**src/rtl/pipe_hazard_ctrl.sv**
```systemverilog
// Hazard/sequencing controller for the 5-stage pipeline: load-use and mult/div
// interlocks, branch squash, mult/div occupancy tracking and perf counters.
//
// state    | meaning
// ---------+---------------------------------------------------------------
// RUN      | mult/div unit idle, HiLo readers and new mult/div may advance
// MDU_WAIT | mult/div unit busy, mult/div and HiLo instructions are held in ID
module pipe_hazard_ctrl #(
    parameter int MDU_LAT = 32,
    parameter int CNT_W   = 16
) (
    input  logic             clk,
    input  logic             reset,
    input  logic [4:0]       ID_Rs,
    input  logic [4:0]       ID_Rt,
    input  logic             ID_UseRs,
    input  logic             ID_UseRt,
    input  logic             ID_IsMDU,
    input  logic             ID_ReadsHiLo,
    input  logic [4:0]       EX_Rd,
    input  logic             EX_RegWrite,
    input  logic             EX_MemRead,
    input  logic             EX_BranchValid,
    output logic             PC_Write_En,
    output logic             PC_Src_Branch,
    output logic             IFID_Write_En,
    output logic             IFID_Flush,
    output logic             IDEX_Flush,
    output logic             MDU_Start,
    output logic             MDU_Busy,
    output logic [CNT_W-1:0] Stall_Count,
    output logic [CNT_W-1:0] Flush_Count
);

    typedef enum logic {RUN, MDU_WAIT} mode_t;

    localparam logic [5:0] MDU_LOAD = MDU_LAT[5:0];

    mode_t      mode;
    logic [5:0] mdu_cnt;
    logic       load_use;
    logic       mdu_hazard;
    logic       flush_case;
    logic       stall_case;

    assign load_use   = EX_MemRead & EX_RegWrite & (EX_Rd != 5'd0) &
                        ((ID_UseRs & (ID_Rs == EX_Rd)) | (ID_UseRt & (ID_Rt == EX_Rd)));
    assign mdu_hazard = (mode == MDU_WAIT) & (ID_IsMDU | ID_ReadsHiLo);

    // A taken branch squashes the ID instruction, so its hazards are moot.
    assign flush_case = EX_BranchValid;
    assign stall_case = ~EX_BranchValid & (load_use | mdu_hazard);

    assign PC_Write_En   = ~stall_case;
    assign PC_Src_Branch = flush_case;
    assign IFID_Write_En = ~stall_case;
    assign IFID_Flush    = flush_case;
    assign IDEX_Flush    = flush_case | stall_case;
    assign MDU_Start     = ID_IsMDU & ~flush_case & ~stall_case;
    assign MDU_Busy      = (mode == MDU_WAIT);

    always_ff @(posedge clk) begin
        if (reset) begin
            mode        <= RUN;
            mdu_cnt     <= 6'd0;
            Stall_Count <= '0;
            Flush_Count <= '0;
        end else begin
            case (mode)
                RUN: begin
                    if (MDU_Start) begin
                        mode    <= MDU_WAIT;
                        mdu_cnt <= MDU_LOAD;
                    end
                end
                MDU_WAIT: begin
                    if (mdu_cnt == 6'd1) begin
                        mode    <= RUN;
                        mdu_cnt <= 6'd0;
                    end else begin
                        mdu_cnt <= mdu_cnt - 6'd1;
                    end
                end
                default: begin
                    mode    <= RUN;
                    mdu_cnt <= 6'd0;
                end
            endcase

            // Counters saturate rather than wrap.
            if (stall_case && (Stall_Count != {CNT_W{1'b1}}))
                Stall_Count <= Stall_Count + CNT_W'(1);
            if (flush_case && (Flush_Count != {CNT_W{1'b1}}))
                Flush_Count <= Flush_Count + CNT_W'(1);
        end
    end

endmodule

```
**config.mk**
```make
export PLATFORM = sky130hd
export DESIGN_NAME = pipe_hazard_ctrl
export DESIGN_NICKNAME = d
export VERILOG_FILES = /design/src/rtl/pipe_hazard_ctrl.sv
export SDC_FILE = /design/constraint.sdc
export NUM_CORES = 1
export LEC_CHECK = 0
export ABC_CLOCK_PERIOD_IN_PS = 7400
export CORE_MARGIN = 5
export CORE_UTILIZATION = 52
export CTS_BUF_LIST = sky130_fd_sc_hd__clkbuf_8
export DETAILED_ROUTE_END_ITERATION = 8
export PLACE_DENSITY = 0.87
export SLEW_MARGIN = 20
export SYNTH_ARGS = -nofsm -noshare
export SYNTH_HDL_FRONTEND = slang
export SYNTH_SLANG_ARGS = --single-unit
```
**constraint.sdc**
```tcl
create_clock -name clk -period 7.4 [get_ports clk]
set_clock_uncertainty 0.15 [all_clocks]
set_input_delay 1.48 -clock clk [delete_from_list [all_inputs] [get_ports clk]]
set_output_delay 1.48 -clock clk [all_outputs]
set_load 0.1 [all_outputs]
```
[Word-level counts from Yosys, hierarchy flattened]
Index checks and enable logic that the tools add are counted.
Storage, ports and cells
  register bits: 39
  bits of input ports: 24
  output and inout bits: 39
  word-level logic and storage cells: 38
Operators by class
  add/sub/neg operators: 3
  equality and inequality tests: 6
  muxes and demuxes: 6
  bitwise gates (word level): 16
  reductions and logical operators: 3
Operators by type and width (count)
  16-bit by 1-bit adder with 16-bit output, second input constant: 2
  16-bit != test, second input constant: 2
  6-bit 2-to-1 mux: 2
  6-bit case mux with 2 select lines: 1
  5-bit equality test: 2
  1-bit AND: 9
  6-bit by 1-bit equality test with 1-bit output, second input constant: 1
  6-bit by 1-bit subtractor with 6-bit output, second input constant: 1
  5-bit nonzero test: 1
  1-bit bitwise OR: 4
  1-bit NOT: 3
  1-bit logical AND: 2
  1-bit 2-to-1 mux: 2
  2-bit != test, second input constant: 1
  1-bit case mux with 2 select lines: 1

[Depth between registers and ports, before layout]
Gate-level depths: netlist of the first run.
  word-level depth: 10
  depth in mapped cells: 8
  mapped depth without buffers: 7

[Worst setup path after synthesis of the first run]
Ideal clock, no wire load.
  path type: input-to-output
  start: input port EX_Rd[1]
  end: output port PC_Write_En
  arrival time: 3486 ps
  setup slack: 2284 ps
  stages: 6
  buffers on the path: 2
  cells stage by stage: or4_1 o211a_1 a21boi_1 buf_2 or2_2 buf_4
Between the ends
  longest elaborated chain between the ends: 7
  elaborated cells between the ends (all ways): 11
RTL lines
  from (decl): line 20  | input logic [4:0] EX_Rd,
  5-bit equality test: line 47  | ((ID_UseRs & (ID_Rs == EX_Rd)) | (ID_UseRt & (ID_Rt == EX_Rd)));
  1-bit AND: line 47
  1-bit bitwise OR: line 47
  1-bit AND *: line 46  | assign load_use = EX_MemRead & EX_RegWrite & (EX_Rd != 5'd0) &
  1-bit bitwise OR *: line 52  | assign stall_case = ~EX_BranchValid & (load_use | mdu_hazard);
  1-bit AND *: line 52
  1-bit NOT *
  to (decl): line 24  | output logic PC_Write_En,
Mark *: on every way between the ends. The rest lies on a longest branch, timed or not.

[Worst setup path after layout of the first run]
  start: input port EX_Rd[1]
  end: output port MDU_Start
Between the ends
  longest elaborated chain between the ends: 8
  elaborated cells between the ends (all ways): 12
RTL lines
  5-bit equality test: line 47
  1-bit AND: line 47
  1-bit bitwise OR: line 47
  1-bit AND *: line 46
  1-bit bitwise OR *: line 52
  1-bit AND *: line 52
  1-bit NOT *: line 59  | assign MDU_Start = ID_IsMDU & ~flush_case & ~stall_case;
  1-bit AND *: line 59
  to (decl): line 29  | output logic MDU_Start,
Marked as above.

==> impl_metrics.csv, run 1 <==
group,metric,value,unit
global_routing,grt_pass1_vias,1877,
power_and_ir_drop,pwr-share-clk,0.406,
cts,root_buffer,"clkbuf_8",
placement,place_congestion,0.852,
setup_path,worstPathCellList,"clkdlybuf4s50_1 -> or4_1 -> o211a_1 -> a21oi_1 -> nand3b_1 -> inv_1 -> clkdlybuf4s50_1",
placement,port_buffers,62,
drt,drc_errors,0,
power_and_ir_drop,vdd_ir_drop_max,0.000113,V
power_and_ir_drop,netSwitchingFraction,0.259,
yosys,synth_edf_count,0,
yosys,syn_avg_cell_area,8.39,sq um
sta,min_period,5930,ps
floorplanning,core,3940,sq um
yosys,yosys_warnings,0,
cts,cts.sinks,39,
cts,cts_resized,0,
setup_path,crit_path_end_kind,"output port",
global_routing,gr-total-overflow,0,
hold_path,hp-start,"Stall_Count[10]",
flow_run,cap_violations,0,
sta,max_slew.worst_pin.slew,987,ps
sta,timing.slew.headroom,0.340,
drt,routedWlPerCell,13.8,um
setup_path,crit_top_cell,"clkdlybuf4s50_1",
yosys,synth_cell_types,45,
sta,fmax,0.169,GHz
yosys,synth-main-ff-cell,"dfxtp_1",
sta,setup_violations,0,
setup_path,crit_type,"in2out",
global_routing,grt_pass1_wl,8.34,mm
floorplanning,die_w,73.1,um
cts,clk_pin_slew,70,ps
cts,cts-hold-fix-buffers,0,
setup_path,setup.worst_path.start,"EX_Rd[1]",
sta,setup_tns,0,ps
final_layout,layout_common_cells,"60 x clkdlybuf4s50_1, 39 x dfxtp_1, 23 x nor2_1",
drt,drt-total-wl,4.95,mm
setup_path,r2r-end,"Stall_Count[7]",
drt,dr_total_vias,2057,
cts,insertion_delay,290,ps
final_layout,area_growth,37.2,%
floorplanning,die_area,5350,sq um
floorplanning,die_h,73.1,um
setup_path,worstRegToRegCells,7,
final_layout,final_cell_area,2840,sq um
power_and_ir_drop,p_switching,133,uW
drt,viasPerCell,5.75,
sta,period_share,0.802,
yosys,syn_area,2070,sq um
placement,place_area,2710,sq um
setup_path,critPathMaxStageDelay,1120,ps
cts,htreeDepth,2,
floorplanning,io_pins,63,
floorplanning,start_util,0.526,
yosys,synth_fp_nets,275,
placement,hpwl,3.63,mm
global_routing,antenna_found_initial,0,
setup_path,crit_family,"buffers and inverters",
setup_path,cp.required,5770,ps
setup_path,r2r_setup_slack,4780,ps
floorplanning,rows,23,
yosys,ys_ff_latch,39,
sta,report.final.slew_viol_count,0,
setup_path,r2r-start,"Stall_Count[0]",
final_layout,drive_gt1_frac,0.0584,
cts,post_cts.repair.setup_buffers,0,
global_routing,grt.total_usage,0.198,
hold_path,min_to,"Stall_Count[10]",
setup_path,cp_data_arrival_time,4300,ps
power_and_ir_drop,pwr-share-comb,0.166,
setup_path,crit_buf_inv,3,
hold_path,hold_depth,2,
power_and_ir_drop,powerDensity,180,nW/um^2
final_layout,nets,335,
sta,hold_viol_final,0,
power_and_ir_drop,p_leak,0.000978,uW
yosys,async_reset_ff_frac,0,
drt,drt-pass1-iter-count,4,
setup_path,worstPathMaxFanout,3,
cts,cts_made_buffers,5,
final_layout,layout.cells.most_common,"clkdlybuf4s50_1",
status,outcome,"complete, no violations",
cts,clk_path_buf_depth,2,
sta,rsz0062_at_grt,"no",
power_and_ir_drop,seqPwrFrac,0.428,
drt,postRouteAntennaNets,0,
setup_path,startpoint_type,"input port",
yosys,synth_cells,247,
cts,cts_tree,"yes",
setup_path,crit_slowest_cell,"clkdlybuf4s50_1",
power_and_ir_drop,p_int,380,uW
hold_path,min_path_type,"reg2reg",
final_layout,diodes,0,
global_routing,grt_max_degree,43,
drt,drtIter0Drc,212,
yosys,seq_area_frac_synth,0.377,
-- layer usage --
metal / track usage / part of all wire
met5: 0 / 0
met4: 0.0799 / 0.021
met3: 0.0496 / 0.057
met2: 0.333 / 0.49
met1: 0.240 / 0.43
-- Yosys cell counts (3+ instances only) --
cell type  instances  area, sq um
dfxtp_1           39          781
nand4_1            7         43.8
and4_1             4         35.0
o31ai_1           10         75.1
buf_4              3         22.5
clkbuf_1           6         22.5
or3_1              5         31.3
xor2_1            11         96.3
xnor2_1           16          140
ha_1               4         50.1
nor2_1            23         86.3
or4_1             10         75.1
a21oi_1           18         90.1
inv_1              7         26.3
and3_1             5         31.3
nand2_1           21         78.8
or3_2              3         22.5
nand3_1           12         60.1
o21ai_0            6         30.0
nor3_1             5         25.0
-- how the worst max path moves through the flow --
stage	end	slack, ps	cells after the start
after floorplan	PC_Write_En	2280	6
after global placement	MDU_Start	1490	7
after detailed placement	MDU_Start	1470	7
after CTS	MDU_Start	1460	7
after global routing	MDU_Start	1320	7
final	MDU_Start	1470	7
-- sequential cells by signal, indices dropped and copies added, names as in the netlist --
signal and flops:
Stall_Count 16, MDU_Busy 1, Flush_Count 16, mdu_cnt 6
-- worst min-delay path: cells and delay by family (launching register included) --
family,cells,cell delay (ps)
AO/OA/AOI/OAI,2,130
flip-flops,1,330
-- kinds of logic after synthesis --
logic type      after synthesis  share of synthesized area
mux                           2                    0.00966
flops                        39                      0.377
buf+inv                      18                     0.0393
fa+ha+maj                     4                     0.0242
xor+xnor                     27                      0.114
simple gates                105                      0.272
compound gates               52                      0.164
-- per-stage QoR --
stage	hold WS [ps]	worst slack [ps]	utilization	std cells	power [uW]
after floorplan	324	2280	-	247	282
after global placement	329	1490	0.687	350	307
after detailed placement	345	1470	0.687	350	309
after CTS	357	1460	0.721	358	518
after global routing	386	1320	0.721	358	535
final	351	1470	0.721	358	512
-- power by group through the flow --
stage,sequential [uW],clock (uW),combinational [uW]
detailed placement,224,0,84.7
global placement,224,0,83.1
finish,219,208,85.1
global route,220,223,90.8
CTS,219,213,85.8
floorplan,236,0,45.9
-- cell type report --
class,instances,area [sq um]
multi-input cells,190,1210
well taps,50,62.6
clock inverters,3,63.8
fillers,343,1100
inverters,7,26.3
repair buffers,64,631
flip-flops and latches,39,781
clock buffers,5,68.8
Note: power is estimated with default switching activity, not from simulation.
==> inputs of run 2 (changes only) <==
--- a/config.mk
+++ b/config.mk
@@ -5,12 +5,12 @@
 export SDC_FILE = /design/constraint.sdc
 export NUM_CORES = 1
 export LEC_CHECK = 0
-export ABC_CLOCK_PERIOD_IN_PS = 7400
+export ABC_CLOCK_PERIOD_IN_PS = 4900
 export CORE_MARGIN = 5
-export CORE_UTILIZATION = 52
+export CORE_UTILIZATION = 44
 export CTS_BUF_LIST = sky130_fd_sc_hd__clkbuf_8
 export DETAILED_ROUTE_END_ITERATION = 8
-export PLACE_DENSITY = 0.87
+export PLACE_DENSITY = 0.79
 export SLEW_MARGIN = 20
 export SYNTH_ARGS = -nofsm -noshare
 export SYNTH_HDL_FRONTEND = slang
==> constraint.sdc (replaced) <==
create_clock -name clk -period 4.9 [get_ports clk]
set_clock_uncertainty 0.15 [all_clocks]
set_input_delay 0.98 -clock clk [delete_from_list [all_inputs] [get_ports clk]]
set_output_delay 0.98 -clock clk [all_outputs]
set_load 0.1 [all_outputs]
==> run 2 against run 1 <==
  * Routed wire length rose by 0.99%
  * Utilization fell by 11 points
  * Global-route usage down 3.1 points
  * Critical path depth stayed put
  * Die area rose by 16%
  * Worst setup slack got worse by 690 ps
  * Combinational power increased by 54%
  * Highest routed layer unchanged
  * Register-to-register slack got worse by 2400 ps
  * Clock power grew 33%
  * Largest cell class unchanged
  * Final cell count is 1.1% higher
==> impl_metrics.csv, run 2 (synthesized netlist as in run 1, its figures left out) <==
group,metric,value,unit
sta,setup_violations,0,
drt,drc_errors,0,
sta,holdWs,346,ps
placement,place_area,2740,sq um
global_routing,grt_pass1_vias,1900,
floorplanning,die_h,78.6,um
drt,drt-total-wl,5.00,mm
final_layout,reg_top3,"Flush_Count: 16 flops, Stall_Count: 16 flops, mdu_cnt: 6 flops",
placement,hpwl,3.60,mm
hold_path,min_path_type,"reg2reg",
final_layout,drive_gt1_frac,0.0747,
cts,cts_made_buffers,5,
power_and_ir_drop,p_switching,200,uW
sta,rsz0062_at_grt,"no",
sta,setup_tns,0,ps
final_layout,fillers,422,
floorplanning,start_util,0.445,
setup_path,r2r_setup_slack,2340,ps
cts,clk_path_buf_depth,2,
sta,fmax,0.242,GHz
floorplanning,core,4660,sq um
sta,report.final.slew_viol_count,0,
power_and_ir_drop,seqPwrFrac,0.448,
final_layout,area_growth,38.0,%
cts,cts_tree,"yes",
power_and_ir_drop,powerDensity,259,nW/um^2
drt,m1WireLength,2.43,mm
drt,drt-pass1-iter-count,4,
final_layout,seq_area,781,sq um
floorplanning,die_area,6180,sq um
global_routing,grt_max_degree,24,
power_and_ir_drop,vdd_ir_drop_max,0.000157,V
cts,htreeDepth,2,
power_and_ir_drop,p_leak,0.000989,uW
global_routing,antenna_found_initial,0,
setup_path,cp.required,3770,ps
sta,min_period,4130,ps
final_layout,finish.utilization,0.614,
flow_run,cap_violations,0,
sta,max_slew.worst_pin.slew,975,ps
setup_path,worstPathMaxFanout,13,
drt,postRouteAntennaNets,0,
drt,routedWlPerCell,13.8,um
cts,clk_pin_slew,80,ps
placement,port_buffers,62,
cts,cts.sinks,39,
sta,period_share,0.842,
drt,met3_length,301,um
final_layout,stdcell_count,362,
cts,root_buffer,"clkbuf_8",
sta,timing.slew.headroom,0.348,
global_routing,grt.total_usage,0.167,
power_and_ir_drop,p_int,539,uW
status,outcome,"complete, no violations",
final_layout,layout.cells.most_common,"clkdlybuf4s50_1",
final_layout,diodes,0,
power_and_ir_drop,pwr-share-clk,0.375,
final_layout,nets,335,
cts,cts-hold-fix-buffers,0,
drt,top_layer,"met4",
cts,cts_resized,0,
final_layout,final_cell_area,2860,sq um
drt,dr_total_vias,2040,
setup_path,cp_data_arrival_time,3000,ps
sta,hold_viol_final,0,
drt,drtIter0Drc,123,
global_routing,gr-total-overflow,0,
setup_path,crit_path_end_kind,"output port",
setup_path,startpoint_type,"input port",
power_and_ir_drop,pwr-share-comb,0.177,
floorplanning,io_pins,63,
cts,insertion_delay,290,ps
setup_path,crit_type,"in2out",
placement,dp.cells,354,
drt,viasPerCell,5.64,
cts,post_cts.repair.setup_buffers,0,
drt,wl_met2,2.19,mm
floorplanning,rows,25,
final_layout,layout_common_cells,"56 x clkdlybuf4s50_1, 39 x dfxtp_1, 23 x nor2_1",
floorplanning,die_w,78.6,um
placement,place_congestion,0.799,
power_and_ir_drop,netSwitchingFraction,0.271,
final_layout,multi_input_area,1210,sq um
global_routing,grt_pass1_wl,8.42,mm
[run 2: cell types whose count changed in the layout (fill, tap and decap cells not counted)]
| cell | previous run | this run |
|---|---|---|
| buf_12 | 0 | 3 |
| buf_4 | 4 | 5 |
| clkinv_2 | 0 | 1 |
| inv_1 | 8 | 7 |
| clkdlybuf4s50_1 | 60 | 56 |
| bufinv_16 | 2 | 1 |
| clkbuf_8 | 5 | 6 |
[run 2: stage by stage]
stage | setup slack (ps) | total power [uW]
2_1_floorplan | 784 | 426
3_3_place_gp | 797 | 468
3_5_place_dp | 776 | 470
4_1_cts | 761 | 747
5_1_grt | 666 | 778
6_report | 773 | 739
[run 2: worst max-delay path: stages]
cell	delay [ps]
clkdlybuf4s50_1	470
or4_1	570
o211a_1	240
a21boi_1	140
buf_4	190
or2_2	200
buf_12	190
[run 2: layout make-up]
cell class / instances / area share
clock buffers: 6 / 0.0289
inverters: 7 / 0.00919
clock inverters: 2 / 0.0122
flip-flops and latches: 39 / 0.273
multi-input cells: 190 / 0.423
well taps: 54 / 0.0236
repair buffers: 64 / 0.230
[run 2: path summary, 6_finish.rpt]
kind / from / endpoint / cells past startpoint
max: EX_Rd[1] / PC_Write_En / 7
min: Stall_Count[10] / Stall_Count[10] / 2
max reg2reg: Stall_Count[0] / Stall_Count[7] / 7
min reg2reg: Stall_Count[10] / Stall_Count[10] / 2
[run 2: per-layer routing]
metal / up-vias / GRT usage
met2: 63 / 0.269
met4: 0 / 0.0629
li1: 1025 / -
met5: - / 0
met1: 945 / 0.210
met3: 7 / 0.0493
[run 2: power by group through the flow]
stage / combinational, uW / sequential (uW) / clock (uW)
global placement: 130 / 338 / 0
detailed placement: 131 / 338 / 0
floorplan: 69.3 / 356 / 0
global route: 140 / 333 / 304
CTS: 132 / 331 / 284
finish: 131 / 331 / 277
==> inputs of run 3 (changes only) <==
--- a/config.mk
+++ b/config.mk
@@ -5,12 +5,12 @@
 export SDC_FILE = /design/constraint.sdc
 export NUM_CORES = 1
 export LEC_CHECK = 0
-export ABC_CLOCK_PERIOD_IN_PS = 4900
+export ABC_CLOCK_PERIOD_IN_PS = 4300
 export CORE_MARGIN = 5
-export CORE_UTILIZATION = 44
+export CORE_UTILIZATION = 48
 export CTS_BUF_LIST = sky130_fd_sc_hd__clkbuf_8
 export DETAILED_ROUTE_END_ITERATION = 8
-export PLACE_DENSITY = 0.79
+export PLACE_DENSITY = 0.82
 export SLEW_MARGIN = 20
 export SYNTH_ARGS = -nofsm -noshare
 export SYNTH_HDL_FRONTEND = slang
==> constraint.sdc (replaced) <==
create_clock -name clk -period 4.3 [get_ports clk]
set_clock_uncertainty 0.15 [all_clocks]
set_input_delay 0.86 -clock clk [delete_from_list [all_inputs] [get_ports clk]]
set_output_delay 0.86 -clock clk [all_outputs]
set_load 0.1 [all_outputs]
==> run 3 against run 2 <==
  * Register-to-register slack worse by 630 ps
  * Via count is 1.3% higher
  * First-iteration DRC count up 100%
  * Cell area is 0.26% higher
  * Power rose by 14%
==> impl_metrics.csv, run 3 (synthesized netlist as in run 1, its figures left out) <==
group,metric,value,unit
status,outcome,"complete, no violations",
placement,port_buffers,62,
cts,cts.sinks,39,
floorplanning,die_h,75.7,um
placement,hpwl,3.90,mm
sta,setup_violations,0,
hold_path,min_path_type,"reg2reg",
final_layout,finish.utilization,0.702,
cts,cts_made_buffers,5,
setup_path,crit_type,"in2out",
floorplanning,die_area,5730,sq um
cts,cts-hold-fix-buffers,0,
setup_path,worstRegToRegCells,7,
setup_path,crit_path_end_kind,"output port",
global_routing,grt_pass1_wl,8.74,mm
cts,post_cts.repair.setup_buffers,0,
setup_path,setup.worst_path.start,"EX_Rd[1]",
setup_path,r2r-start,"Stall_Count[0]",
cts,clk_path_buf_depth,2,
setup_path,startpoint_type,"input port",
setup_path,worstPathMaxFanout,3,
power_and_ir_drop,vdd_ir_drop_max,0.000178,V
setup_path,cp.required,3290,ps
cts,root_buffer,"clkbuf_8",
hold_path,hold_depth,2,
floorplanning,rows,23,
final_layout,drive_gt1_frac,0.0747,
power_and_ir_drop,design_power_total,841,uW
final_layout,nets,335,
floorplanning,start_util,0.507,
power_and_ir_drop,p_switching,225,uW
power_and_ir_drop,p_int,616,uW
final_layout,area_growth,38.4,%
final_layout,seq_area,781,sq um
final_layout,multi_input_area,1210,sq um
final_layout,reg_top3,"Flush_Count: 16 flops, Stall_Count: 16 flops, mdu_cnt: 6 flops",
sta,timing.slew.headroom,0.338,
placement,place_congestion,0.807,
drt,routedWlPerCell,14.5,um
drt,viasPerCell,5.77,
cts,cts_resized,0,
power_and_ir_drop,powerDensity,293,nW/um^2
flow_run,cap_violations,0,
floorplanning,die_w,75.7,um
drt,drt-total-wl,5.19,mm
cts,clk_pin_slew,70,ps
power_and_ir_drop,p_leak,0.000994,uW
drt,dr_total_vias,2067,
sta,hold_viol_final,0,
floorplanning,core,4090,sq um
sta,min_period,3830,ps
setup_path,cp_data_arrival_time,2820,ps
sta,fmax,0.261,GHz
final_layout,fillers,338,
global_routing,grt_pass1_vias,2023,
final_layout,layout.cells.most_common,"clkdlybuf4s50_1",
sta,max_slew.worst_pin.slew,989,ps
hold_path,hp-start,"Stall_Count[10]",
setup_path,r2r_setup_slack,1710,ps
global_routing,antenna_found_initial,0,
drt,drtIter0Drc,247,
cts,cts_tree,"yes",
sta,report.final.slew_viol_count,0,
drt,drt-pass1-iter-count,4,
sta,setup_tns,0,ps
cts,insertion_delay,290,ps
setup_path,r2r-end,"Stall_Count[7]",
global_routing,grt_max_degree,26,
drt,drc_errors,0,
final_layout,layout_common_cells,"56 x clkdlybuf4s50_1, 39 x dfxtp_1, 23 x nor2_1",
power_and_ir_drop,netSwitchingFraction,0.267,
drt,postRouteAntennaNets,0,
sta,period_share,0.890,
floorplanning,io_pins,63,
global_routing,gr-total-overflow,0,
power_and_ir_drop,seqPwrFrac,0.449,
final_layout,diodes,0,
power_and_ir_drop,pwr-share-comb,0.180,
sta,rsz0062_at_grt,"no",
cts,htreeDepth,2,
global_routing,grt.total_usage,0.193,
power_and_ir_drop,pwr-share-clk,0.371,
hold_path,min_to,"Stall_Count[10]",
[run 3: power by group through the flow]
stage | registers [uW] | logic [uW] | clock network, uW
after floorplan | 406 | 78.9 | 0
after global placement | 386 | 150 | 0
after detailed placement | 386 | 152 | 0
after CTS | 377 | 153 | 321
after global routing | 379 | 163 | 335
final | 378 | 152 | 312
[run 3: metal layers]
metal	global-route usage	part of all wire	vias to the layer above
met2	0.327	0.49	71
met5	0	0	-
met1	0.234	0.42	970
met3	0.0541	0.079	6
li1	-	-	1020
met4	0.0660	0.0089	0
[run 3: area by class of cell]
class | count | share of cell area
inverter | 7 | 0.00916
sequential | 39 | 0.272
clock buffer | 6 | 0.0288
clock inverter | 2 | 0.0122
timing repair buffer | 64 | 0.234
tap | 50 | 0.0218
multi-input combinational | 190 | 0.422
[run 3: worst max path at each step]
stage	endpoint	slack (ps)	cells past startpoint
CTS	MDU_Start	480	7
floorplan	PC_Write_En	420	6
global route	MDU_Start	400	7
detailed placement	MDU_Start	490	7
global placement	MDU_Start	530	7
finish	MDU_Start	470	7
[run 3: critical path: stages]
cell and delay [ps]:
clkdlybuf4s50_1 470, or4_1 580, o211a_1 240, a21oi_1 230
nand3b_1 140, inv_1 120, buf_12 180
[run 3: through the flow]
step / std cells / setup WS, ps / hold WS, ps / instance area [sq um]
3_5_place_dp: 350 / 489 / 334 / 2750
5_1_grt: 358 / 405 / 369 / 2870
2_1_floorplan: 247 / 424 / 324 / 2070
3_3_place_gp: 350 / 533 / 330 / 2750
4_1_cts: 358 / 482 / 346 / 2870
6_report: 358 / 472 / 346 / 2870
